--- src/rtl/hazard_pkg.sv ---
// rtl/hazard_pkg.sv - shared hazard-control types and pipeline constants
package hazard_pkg;

  localparam int REG_IDX_W        = 5;
  localparam int LONG_LAT_DEFAULT = 8;
  // Wide enough for LONG_LAT-2 with LONG_LAT up to 32
  localparam int LAT_CNT_W        = 5;

  typedef enum logic {
    ST_RUN  = 1'b0,
    ST_LONG = 1'b1
  } hz_state_t;

endpackage

--- src/rtl/hazard_ctrl_if.sv ---
// rtl/hazard_ctrl_if.sv - pipeline status in, stall/flush/bubble controls out
interface hazard_ctrl_if;
  import hazard_pkg::*;

  logic [REG_IDX_W-1:0] ifid_rs1;
  logic [REG_IDX_W-1:0] ifid_rs2;
  logic                 ifid_rs1_used;
  logic                 ifid_rs2_used;
  logic [REG_IDX_W-1:0] idex_rd;
  logic                 idex_is_load;
  logic                 idex_is_long;
  logic                 idex_valid;
  logic                 ex_redirect;
  logic                 mem_stall;

  logic                 stall_pc;
  logic                 stall_ifid;
  logic                 stall_idex;
  logic                 stall_exmem;
  logic                 flush_ifid;
  logic                 bubble_idex;
  logic                 bubble_exmem;
  logic                 long_done;
  logic [31:0]          stall_cnt;

  modport master (
    output ifid_rs1, ifid_rs2, ifid_rs1_used, ifid_rs2_used,
           idex_rd, idex_is_load, idex_is_long, idex_valid,
           ex_redirect, mem_stall,
    input  stall_pc, stall_ifid, stall_idex, stall_exmem,
           flush_ifid, bubble_idex, bubble_exmem, long_done, stall_cnt
  );

  modport slave (
    input  ifid_rs1, ifid_rs2, ifid_rs1_used, ifid_rs2_used,
           idex_rd, idex_is_load, idex_is_long, idex_valid,
           ex_redirect, mem_stall,
    output stall_pc, stall_ifid, stall_idex, stall_exmem,
           flush_ifid, bubble_idex, bubble_exmem, long_done, stall_cnt
  );

endinterface

--- src/rtl/hazard_ctrl_lat_counter.sv ---
// rtl/hazard_ctrl_lat_counter.sv - loadable down-counter timing a long EX op
module lat_counter #(
  parameter int W = 5
) (
  input  logic         clk,
  input  logic         rst,
  input  logic         load,
  input  logic         dec,
  input  logic [W-1:0] load_val,
  output logic [W-1:0] cnt,
  output logic         zero
);

  always_ff @(posedge clk) begin
    if (rst) begin
      cnt <= '0;
    end else if (load) begin
      cnt <= load_val;
    end else if (dec && (cnt != '0)) begin
      cnt <= cnt - W'(1);
    end
  end

  assign zero = (cnt == '0);

endmodule

--- src/rtl/hazard_ctrl.sv ---
// rtl/hazard_ctrl.sv - load-use, long-op, redirect and memory-stall hazard control
module hazard_ctrl
  import hazard_pkg::*;
#(
  parameter int LONG_LAT = LONG_LAT_DEFAULT
) (
  input logic          clk,
  input logic          rst,
  hazard_ctrl_if.slave hz
);

  // The start cycle plus the final done cycle account for two of LONG_LAT
  localparam logic [LAT_CNT_W-1:0] LOAD_VAL = LAT_CNT_W'(LONG_LAT - 2);

  hz_state_t            state;
  hz_state_t            state_nxt;
  logic                 cnt_load;
  logic                 cnt_dec;
  logic                 cnt_zero;
  logic [LAT_CNT_W-1:0] cnt;
  logic                 long_start;
  logic                 load_use;
  logic                 s_pc, s_ifid, s_idex, s_exmem;
  logic                 f_ifid, b_idex, b_exmem, done;
  logic [31:0]          stall_cnt;

  assign long_start = hz.idex_valid && hz.idex_is_long;
  assign load_use   = hz.idex_valid && hz.idex_is_load && (hz.idex_rd != '0) &&
                      ((hz.ifid_rs1_used && (hz.ifid_rs1 == hz.idex_rd)) ||
                       (hz.ifid_rs2_used && (hz.ifid_rs2 == hz.idex_rd)));

  always_comb begin
    state_nxt = state;
    cnt_load  = 1'b0;
    cnt_dec   = 1'b0;
    s_pc      = 1'b0;
    s_ifid    = 1'b0;
    s_idex    = 1'b0;
    s_exmem   = 1'b0;
    f_ifid    = 1'b0;
    b_idex    = 1'b0;
    b_exmem   = 1'b0;
    done      = 1'b0;
    if (!rst) begin
      case (state)
        ST_RUN: begin
          if (hz.mem_stall) begin
            {s_pc, s_ifid, s_idex, s_exmem} = 4'b1111;
          end else if (hz.ex_redirect) begin
            f_ifid = 1'b1;
            b_idex = 1'b1;
          end else if (long_start) begin
            {s_pc, s_ifid, s_idex, b_exmem} = 4'b1111;
            cnt_load  = 1'b1;
            state_nxt = ST_LONG;
          end else if (load_use) begin
            {s_pc, s_ifid, b_idex} = 3'b111;
          end
        end
        ST_LONG: begin
          // Redirects cannot resolve while the long op owns EX, so they are ignored here
          if (hz.mem_stall) begin
            {s_pc, s_ifid, s_idex, s_exmem} = 4'b1111;
          end else if (cnt_zero) begin
            done      = 1'b1;
            state_nxt = ST_RUN;
          end else begin
            {s_pc, s_ifid, s_idex, b_exmem} = 4'b1111;
            cnt_dec = 1'b1;
          end
        end
        default: state_nxt = ST_RUN;
      endcase
    end
  end

  always_ff @(posedge clk) begin
    if (rst) begin
      state <= ST_RUN;
    end else begin
      state <= state_nxt;
    end
  end

  always_ff @(posedge clk) begin
    if (rst) begin
      stall_cnt <= '0;
    end else if (s_pc && (stall_cnt != 32'hFFFF_FFFF)) begin
      stall_cnt <= stall_cnt + 32'd1;
    end
  end

  lat_counter #(.W(LAT_CNT_W)) u_lat_counter (
    .clk      (clk),
    .rst      (rst),
    .load     (cnt_load),
    .dec      (cnt_dec),
    .load_val (LOAD_VAL),
    .cnt      (cnt),
    .zero     (cnt_zero)
  );

  assign hz.stall_pc     = s_pc;
  assign hz.stall_ifid   = s_ifid;
  assign hz.stall_idex   = s_idex;
  assign hz.stall_exmem  = s_exmem;
  assign hz.flush_ifid   = f_ifid;
  assign hz.bubble_idex  = b_idex;
  assign hz.bubble_exmem = b_exmem;
  assign hz.long_done    = done;
  assign hz.stall_cnt    = stall_cnt;

endmodule
--- src/flat_wrapper.sv ---
// flat-port wrapper written by rule: the top's interface ports become plain ports
module hazard_ctrl_flat import hazard_pkg::*;
#(
  parameter int LONG_LAT = LONG_LAT_DEFAULT
)
  (clk, rst, hz_ifid_rs1, hz_ifid_rs2, hz_ifid_rs1_used, hz_ifid_rs2_used, hz_idex_rd, hz_idex_is_load, hz_idex_is_long, hz_idex_valid, hz_ex_redirect, hz_mem_stall, hz_stall_pc, hz_stall_ifid, hz_stall_idex, hz_stall_exmem, hz_flush_ifid, hz_bubble_idex, hz_bubble_exmem, hz_long_done, hz_stall_cnt);
  hazard_ctrl_if hz_i ();
  input logic clk;
  input logic rst;
  input wire logic [$bits(hz_i.ifid_rs1)-1:0] hz_ifid_rs1;
  input wire logic [$bits(hz_i.ifid_rs2)-1:0] hz_ifid_rs2;
  input wire logic [$bits(hz_i.ifid_rs1_used)-1:0] hz_ifid_rs1_used;
  input wire logic [$bits(hz_i.ifid_rs2_used)-1:0] hz_ifid_rs2_used;
  input wire logic [$bits(hz_i.idex_rd)-1:0] hz_idex_rd;
  input wire logic [$bits(hz_i.idex_is_load)-1:0] hz_idex_is_load;
  input wire logic [$bits(hz_i.idex_is_long)-1:0] hz_idex_is_long;
  input wire logic [$bits(hz_i.idex_valid)-1:0] hz_idex_valid;
  input wire logic [$bits(hz_i.ex_redirect)-1:0] hz_ex_redirect;
  input wire logic [$bits(hz_i.mem_stall)-1:0] hz_mem_stall;
  output wire logic [$bits(hz_i.stall_pc)-1:0] hz_stall_pc;
  output wire logic [$bits(hz_i.stall_ifid)-1:0] hz_stall_ifid;
  output wire logic [$bits(hz_i.stall_idex)-1:0] hz_stall_idex;
  output wire logic [$bits(hz_i.stall_exmem)-1:0] hz_stall_exmem;
  output wire logic [$bits(hz_i.flush_ifid)-1:0] hz_flush_ifid;
  output wire logic [$bits(hz_i.bubble_idex)-1:0] hz_bubble_idex;
  output wire logic [$bits(hz_i.bubble_exmem)-1:0] hz_bubble_exmem;
  output wire logic [$bits(hz_i.long_done)-1:0] hz_long_done;
  output wire logic [$bits(hz_i.stall_cnt)-1:0] hz_stall_cnt;
  assign hz_i.ifid_rs1 = hz_ifid_rs1;
  assign hz_i.ifid_rs2 = hz_ifid_rs2;
  assign hz_i.ifid_rs1_used = hz_ifid_rs1_used;
  assign hz_i.ifid_rs2_used = hz_ifid_rs2_used;
  assign hz_i.idex_rd = hz_idex_rd;
  assign hz_i.idex_is_load = hz_idex_is_load;
  assign hz_i.idex_is_long = hz_idex_is_long;
  assign hz_i.idex_valid = hz_idex_valid;
  assign hz_i.ex_redirect = hz_ex_redirect;
  assign hz_i.mem_stall = hz_mem_stall;
  assign hz_stall_pc = hz_i.stall_pc;
  assign hz_stall_ifid = hz_i.stall_ifid;
  assign hz_stall_idex = hz_i.stall_idex;
  assign hz_stall_exmem = hz_i.stall_exmem;
  assign hz_flush_ifid = hz_i.flush_ifid;
  assign hz_bubble_idex = hz_i.bubble_idex;
  assign hz_bubble_exmem = hz_i.bubble_exmem;
  assign hz_long_done = hz_i.long_done;
  assign hz_stall_cnt = hz_i.stall_cnt;
  hazard_ctrl #(.LONG_LAT(LONG_LAT)) u_core (.clk(clk), .rst(rst), .hz(hz_i));
endmodule
--- config.mk ---
export PLATFORM = sky130hd
export DESIGN_NAME = hazard_ctrl_flat
export DESIGN_NICKNAME = d
export VERILOG_FILES = /design/src/rtl/hazard_pkg.sv /design/src/rtl/hazard_ctrl_if.sv /design/src/rtl/hazard_ctrl_lat_counter.sv /design/src/rtl/hazard_ctrl.sv /design/src/flat_wrapper.sv
export SDC_FILE = /design/constraint.sdc
export NUM_CORES = 1
export LEC_CHECK = 0
export BUFFER_PORTS_ARGS = -buffer_cell sky130_fd_sc_hd__clkbuf_2
export CORE_MARGIN = 2
export CORE_UTILIZATION = 48
export CTS_BUF_LIST = sky130_fd_sc_hd__clkbuf_2
export CTS_CLUSTER_SIZE = 24
export DETAILED_ROUTE_END_ITERATION = 10
export PLACE_DENSITY_LB_ADDON = 0.2
export REMOVE_ABC_BUFFERS = 1
export SKIP_CTS_REPAIR_TIMING = 1
export SLEW_MARGIN = 30
export SYNTH_ARGS = -nofsm -noshare
export SYNTH_HDL_FRONTEND = slang
export SYNTH_HIERARCHICAL = 1
export SYNTH_SLANG_ARGS = --single-unit
--- constraint.sdc ---
create_clock -name clk -period 3.15 [get_ports clk]
set_input_delay 0.1575 -clock clk [delete_from_list [all_inputs] [get_ports clk]]
set_output_delay 0.1575 -clock clk [all_outputs]
set_load 0.005 [all_outputs]
# Word level (Yosys, flattened, before mapping)
# Index checks and enable logic that the tools add are counted.
[classes] n_addsub=2 muxes=39 bitwise_logic=1 n_eq_ne=3 n_reduce_logical=14
[op_table] cell="$mux 1" n=33
[op_table] cell="$add 32x1->32 const B" n=1
[op_table] cell="$ne 32x32->1 const B" n=1
[op_table] cell="$eq 5x5->1" n=2
[op_table] cell="$reduce_bool 5->1" n=2
[op_table] cell="$logic_and 1x1->1" n=8
[op_table] cell="$pmux 1 s2" n=4
[op_table] cell="$mux 3" n=2
[op_table] cell="$logic_not 5->1" n=1
[op_table] cell="$sub 5x1->5 const B" n=1
[op_table] cell="$reduce_bool 2->1" n=1
[op_table] cell="$reduce_or 2->1" n=1
[op_table] cell="$logic_or 1x1->1" n=1
[op_table] cell="$not 1->1" n=1
[word_totals] output_inout_bits=40 input_bits=24 word_cells=63 reg_bits=38

# Longest topological paths before layout
[depth] depth_word=11 mapped_depth=13 depth_no_buf=10

# Cells and area by module
# Netlist, hierarchy kept.
[modules_own_cells] module="hazard_ctrl" area_per_inst_um2=1999.4 seq_area_each_um2=660.6 instances=1 cells_each=236
[modules_own_cells] module="lat_counter" area_per_inst_um2=326.6 seq_area_each_um2=100.1 instances=1 cells_each=37

# Least setup slack after synthesis
# OpenSTA, ideal clock, no wires.
[synth_path] path_type="register to register" from="register u_core.u_lat_counter.cnt[1]" to="register u_core.stall_cnt[26], in the netlist u_core/hz.stall_cnt[26]" setup_time_ns=0.121 arrival_time_ns=2.413 required_time_ns=3.029 slack_ns=0.616 synth_period_minus_slack_ns=2.534 n_path_buf=2 path_stages_with_launch=12 path_cell_list="dfxtp_1 -> inv_1 -> ha_1 -> or4b_1 -> buf_6 -> inv_1 -> nor2b_1 -> o31ai_1 -> o31a_1 -> buf_4 -> nor3_1 -> mux2_2"
[synth_via] elab_chain_len=6
[synth_lines] item="start: declaration" line_no="hazard_ctrl_lat_counter.sv:10" source="output logic [W-1:0] cnt,"
[synth_lines] item="start signal: assignment" line_no="hazard_ctrl_lat_counter.sv:18" source="cnt <= load_val;"
[synth_lines] item="start signal: assignment" line_no="hazard_ctrl_lat_counter.sv:20" source="cnt <= cnt - W'(1);"
[synth_lines] item="$logic_not 5->1" line_no="hazard_ctrl_lat_counter.sv:24" source="assign zero = (cnt == '0);"
[synth_lines] item="named net u_core.cnt_zero" line_no="hazard_ctrl.sv:19" source="logic cnt_zero;"
[synth_lines] item="$mux 1" line_no="hazard_ctrl.sv:64" source="end else if (cnt_zero) begin"
[synth_lines] item="$mux 1" line_no="hazard_ctrl.sv:62" source="if (hz.mem_stall) begin"
[synth_lines] item="$pmux 1 s2" line_no="hazard_ctrl.sv:45" source="case (state)"
[synth_lines] item="$mux 1" line_no="hazard_ctrl.sv:44" source="if (!rst) begin"
[synth_lines] item="$logic_and 1x1->1" line_no="hazard_ctrl.sv:88" source="end else if (s_pc && (stall_cnt != 32'hFFFF_FFFF)) begin"
[synth_lines] item="end signal: assignment" line_no="hazard_ctrl.sv:89" source="stall_cnt <= stall_cnt + 32'd1;"
[synth_lines] item="end: declaration" line_no="hazard_ctrl.sv:25" source="logic [31:0] stall_cnt;"
# The timed path passes the listed nets, and every way through them passes these cells.
# A chain may end at the register's enable or synchronous reset.

# Final worst setup path
[layout_path] from="register u_core.u_lat_counter.cnt[1]" to="output hz_stall_ifid"
[layout_via] elab_chain_len=5
[layout_lines] item="$logic_not 5->1" line_no="hazard_ctrl_lat_counter.sv:24"
[layout_lines] item="named net u_core.cnt_zero" line_no="hazard_ctrl.sv:19"
[layout_lines] item="$mux 1" line_no="hazard_ctrl.sv:64"
[layout_lines] item="$mux 1" line_no="hazard_ctrl.sv:62"
[layout_lines] item="$pmux 1 s2" line_no="hazard_ctrl.sv:45"
[layout_lines] item="$mux 1" line_no="hazard_ctrl.sv:44"
[layout_lines] item="end: declaration" line_no="flat_wrapper.sv:21" source="output wire logic [$bits(hz_i.stall_ifid)-1:0] hz_stall_ifid;"
# The timed path passes the listed nets, and every way through them passes these cells.

==> run_results.csv <==
group,metric,value,unit
critical_path,r2r-end,"u_core/hz.stall_cnt[26]",
logic_synthesis,synth_edf_count,0,
global_routing,grt_usage,0.203,
critical_path,cp.required,2990,ps
logic_synthesis,ys_seq_area_frac,0.327,
logic_synthesis,synth.most_common_cell,"dfxtp_1",
logic_synthesis,synth_area_leaders,"dfxtp_1 (33%), o31ai_1 (5.8%), or4_1 (5.8%)",
clock_network,cts_sinks,38,
job,max_cap_violations,0,
critical_path,critPathMaxFanout,14,
logic_synthesis,yosysUniqueCellTypes,57,
logic_synthesis,synth_xor_area_frac,0.0414,
sta,setup_violations,0,
sta,worstMarginPinSlew,734,ps
final_layout,nNetsFinal,362,
critical_path,r2r_cells,10,
clock_network,cts.path.max_buffers,2,
global_routing,grt_pass1_vias,1995,
routing,wl,5400,microns
global_routing,grt-ovfl-total,0,
routing,antenna_left,0,
sta,max_freq,349,MHz
routing,drcViolationCount,0,
clock_network,clk_latency,390,ps
floorplan,start_util,0.496,
final_layout,fill_cells,453,
logic_synthesis,synth_ff_type,"dfxtp_1",
min_path,worstHoldPathCells,3,
logic_synthesis,synth_fa_ha_area_frac,0.0108,
sta,skew,24.7,ps
sta,drv_slew,0,
logic_synthesis,syn_inst,273,
global_routing,grt_max_degree,42,
power_and_ir_drop,ir_worst_vdd,0.168,mV
floorplan,die_height,73.6,microns
critical_path,crit_type,"reg2out",
clock_network,cts_root_buf,"clkbuf_2",
status,status,"complete, no violations",
routing,vias,2253,
critical_path,worstPathArrival,2710,ps
global_routing,antenna_found_initial,0,
logic_synthesis,synth_mux_area_frac,0.0178,
routing,vias_per_cell,5.76,
clock_network,cts_tree,"built",
logic_synthesis,async_reset_ff_frac,0,
power_and_ir_drop,p_per_area,351,nW/um^2
logic_synthesis,synth_top_area_cell,"dfxtp_1",
clock_network,htreeDepth,2,
placement,routabilityCongestion,0.769,
floorplan,die-area,5420,sq um
critical_path,rrSetupSlack,550,ps
min_path,min_to,"u_core/state",
floorplan,row_count,25,
sta,finalCritPeriodShare,0.910,
critical_path,crit_path_end_kind,"primary output",
routing,firstDrtPassIters,4,
final_layout,num_antenna_cells,0,
min_path,hold_path_startpoint,"hz_mem_stall",
logic_synthesis,synth_area,2330,sq um
final_layout,fin_cells,391,
power_and_ir_drop,p_leak,1.02,nW
final_layout,final_layout_size_suffix_gt1_frac,0.276,
sta,hold_viol_final,0,
logic_synthesis,syn_area_per_cell,8.52,sq um
critical_path,r2r_start,"u_core/u_lat_counter/cnt[1]",
floorplan,coreArea,4690,sq um
logic_synthesis,synth_top_area_share,0.327,
clock_network,cts_buffers,5,
floorplan,num_io_pins,64,
placement,dp_hpwl,3890,microns
logic_synthesis,synth_compound_area_frac,0.222,
final_layout,syn_to_final_growth,18.3,%
logic_synthesis,netlist_top_cells_count,"dfxtp_1 (38), a21oi_1 (24), nand2_1 (22)",
placement,dp.cells,383,
power_and_ir_drop,power.total,966,uW
floorplan,die_w,73.6,microns
logic_synthesis,yosys.area_share.simple,0.315,
global_routing,grt_pass1_wl,8730,microns
sta,max_slew_margin,0.510,
logic_synthesis,yosysWarnings,6,
routing,wl_per_cell,13.8,microns
critical_path,start_kind,"flop",
min_path,min_path_type,"in2reg",
sta,fin_crit,2870,ps
routing,drtIter0Drc,77,
logic_synthesis,synth_seq_cells,38,
sta,rsz0062_at_grt,"false",
sta,fin_tns_setup,0,ps
placement,io_buffers,63,
clock_network,path_clk_slew,180,ps
logic_synthesis,synth_top_family_by_area,"simple AND/OR/NAND/NOR gates",
## critical path, cell delays in order, from the launching register on
cell and delay, ps:
dfxtp_1 350, inv_1 110, ha_1 170, or4b_1 600, inv_1 150, nor2b_1 70
o31ai_2 320, o31a_1 200, buf_4 190, inv_1 70, clkbuf_2 110
## worst max-delay path by stage
stage	startpoint	endpoint	slack, ps	depth (start not counted)
after floorplan	u_core/u_lat_counter/cnt[1]	u_core/hz.stall_cnt[7]	470	10
after global placement	u_core/u_lat_counter/cnt[1]	u_core/hz.stall_cnt[26]	470	10
after detailed placement	u_core/u_lat_counter/cnt[1]	u_core/hz.stall_cnt[7]	400	11
after CTS	u_core/u_lat_counter/cnt[1]	hz_stall_ifid	90	10
after global routing	u_core/u_lat_counter/cnt[1]	hz_stall_ifid	30	10
final	u_core/u_lat_counter/cnt[1]	hz_stall_ifid	280	10
## per-layer routing
| layer | share of wire | vias up | GRT usage |
|---|---|---|---|
| met5 | 0 | - | 0 |
| met4 | 0.011 | 0 | 0.0929 |
| met3 | 0.035 | 4 | 0.0425 |
| met2 | 0.51 | 48 | 0.350 |
| met1 | 0.44 | 1044 | 0.239 |
| li1 | - | 1157 | - |
## report_power, final
part / switching, mW / leakage (nW) / internal (mW)
logic: 0.0564 / 0.665 / 0.0411
clock network: 0.169 / 0.0506 / 0.211
registers: 0.00397 / 0.306 / 0.484
total: 0.229 / 1.02 / 0.737
## layout by cell type, fill, tap and decap left out, drive strengths merged, types with 4 or more instances in the layout
| master | instances |
|---|---|
| dfxtp | 38 |
| nand2 | 22 |
| nor2b | 5 |
| nor2 | 13 |
| and4 | 5 |
| nor3 | 6 |
| conb | 5 |
| nand4 | 10 |
| or4 | 19 |
| and2 | 4 |
| inv | 11 |
| o21ai | 11 |
| or3 | 9 |
| and3 | 4 |
| clkbuf | 68 |
| o31ai | 18 |
| a21oi | 25 |
| buf | 4 |
| xnor2 | 11 |
| nand3 | 14 |
## cell families after synthesis
| family | after synthesis |
|---|---|
| adder cells (fa/ha/maj) | 2 |
| multiplexers | 4 |
| flip-flops | 38 |
| AND/OR/NAND/NOR | 118 |
| AO/OA/AOI/OAI | 73 |
| other | 2 |
| buffers and inverters | 25 |
| XOR/XNOR | 11 |
## state kept, by name (all words and copies together), names as in the netlist
register	cells
u_core/hz.stall_cnt	32
u_core/state	1
u_core/u_lat_counter/cnt	5
## metrics by stage
stage | hold slack (ps) | cell area, sq um | setup slack, ps | utilization
after floorplan | 220 | 2230 | 470 | -
after global placement | 471 | 2660 | 474 | 0.566
after detailed placement | 481 | 2660 | 403 | 0.566
after CTS | 116 | 2750 | 88.0 | 0.585
after global routing | 133 | 2750 | 27.6 | 0.586
final | 168 | 2750 | 283 | 0.586
## layout make-up
| type | instances | area [sq um] | share of cell area |
|---|---|---|---|
| Multi-Input combinational cell | 213 | 1440 | 0.522 |
| Sequential cell | 38 | 761 | 0.276 |
| Timing Repair Buffer | 67 | 358 | 0.130 |
| Tap cell | 54 | 67.6 | 0.0246 |
| Clock inverter | 3 | 63.8 | 0.0232 |
| Inverter | 11 | 41.3 | 0.0150 |
| Clock buffer | 5 | 25.0 | 0.00910 |
Note: power is estimated with default switching activity, not from simulation.
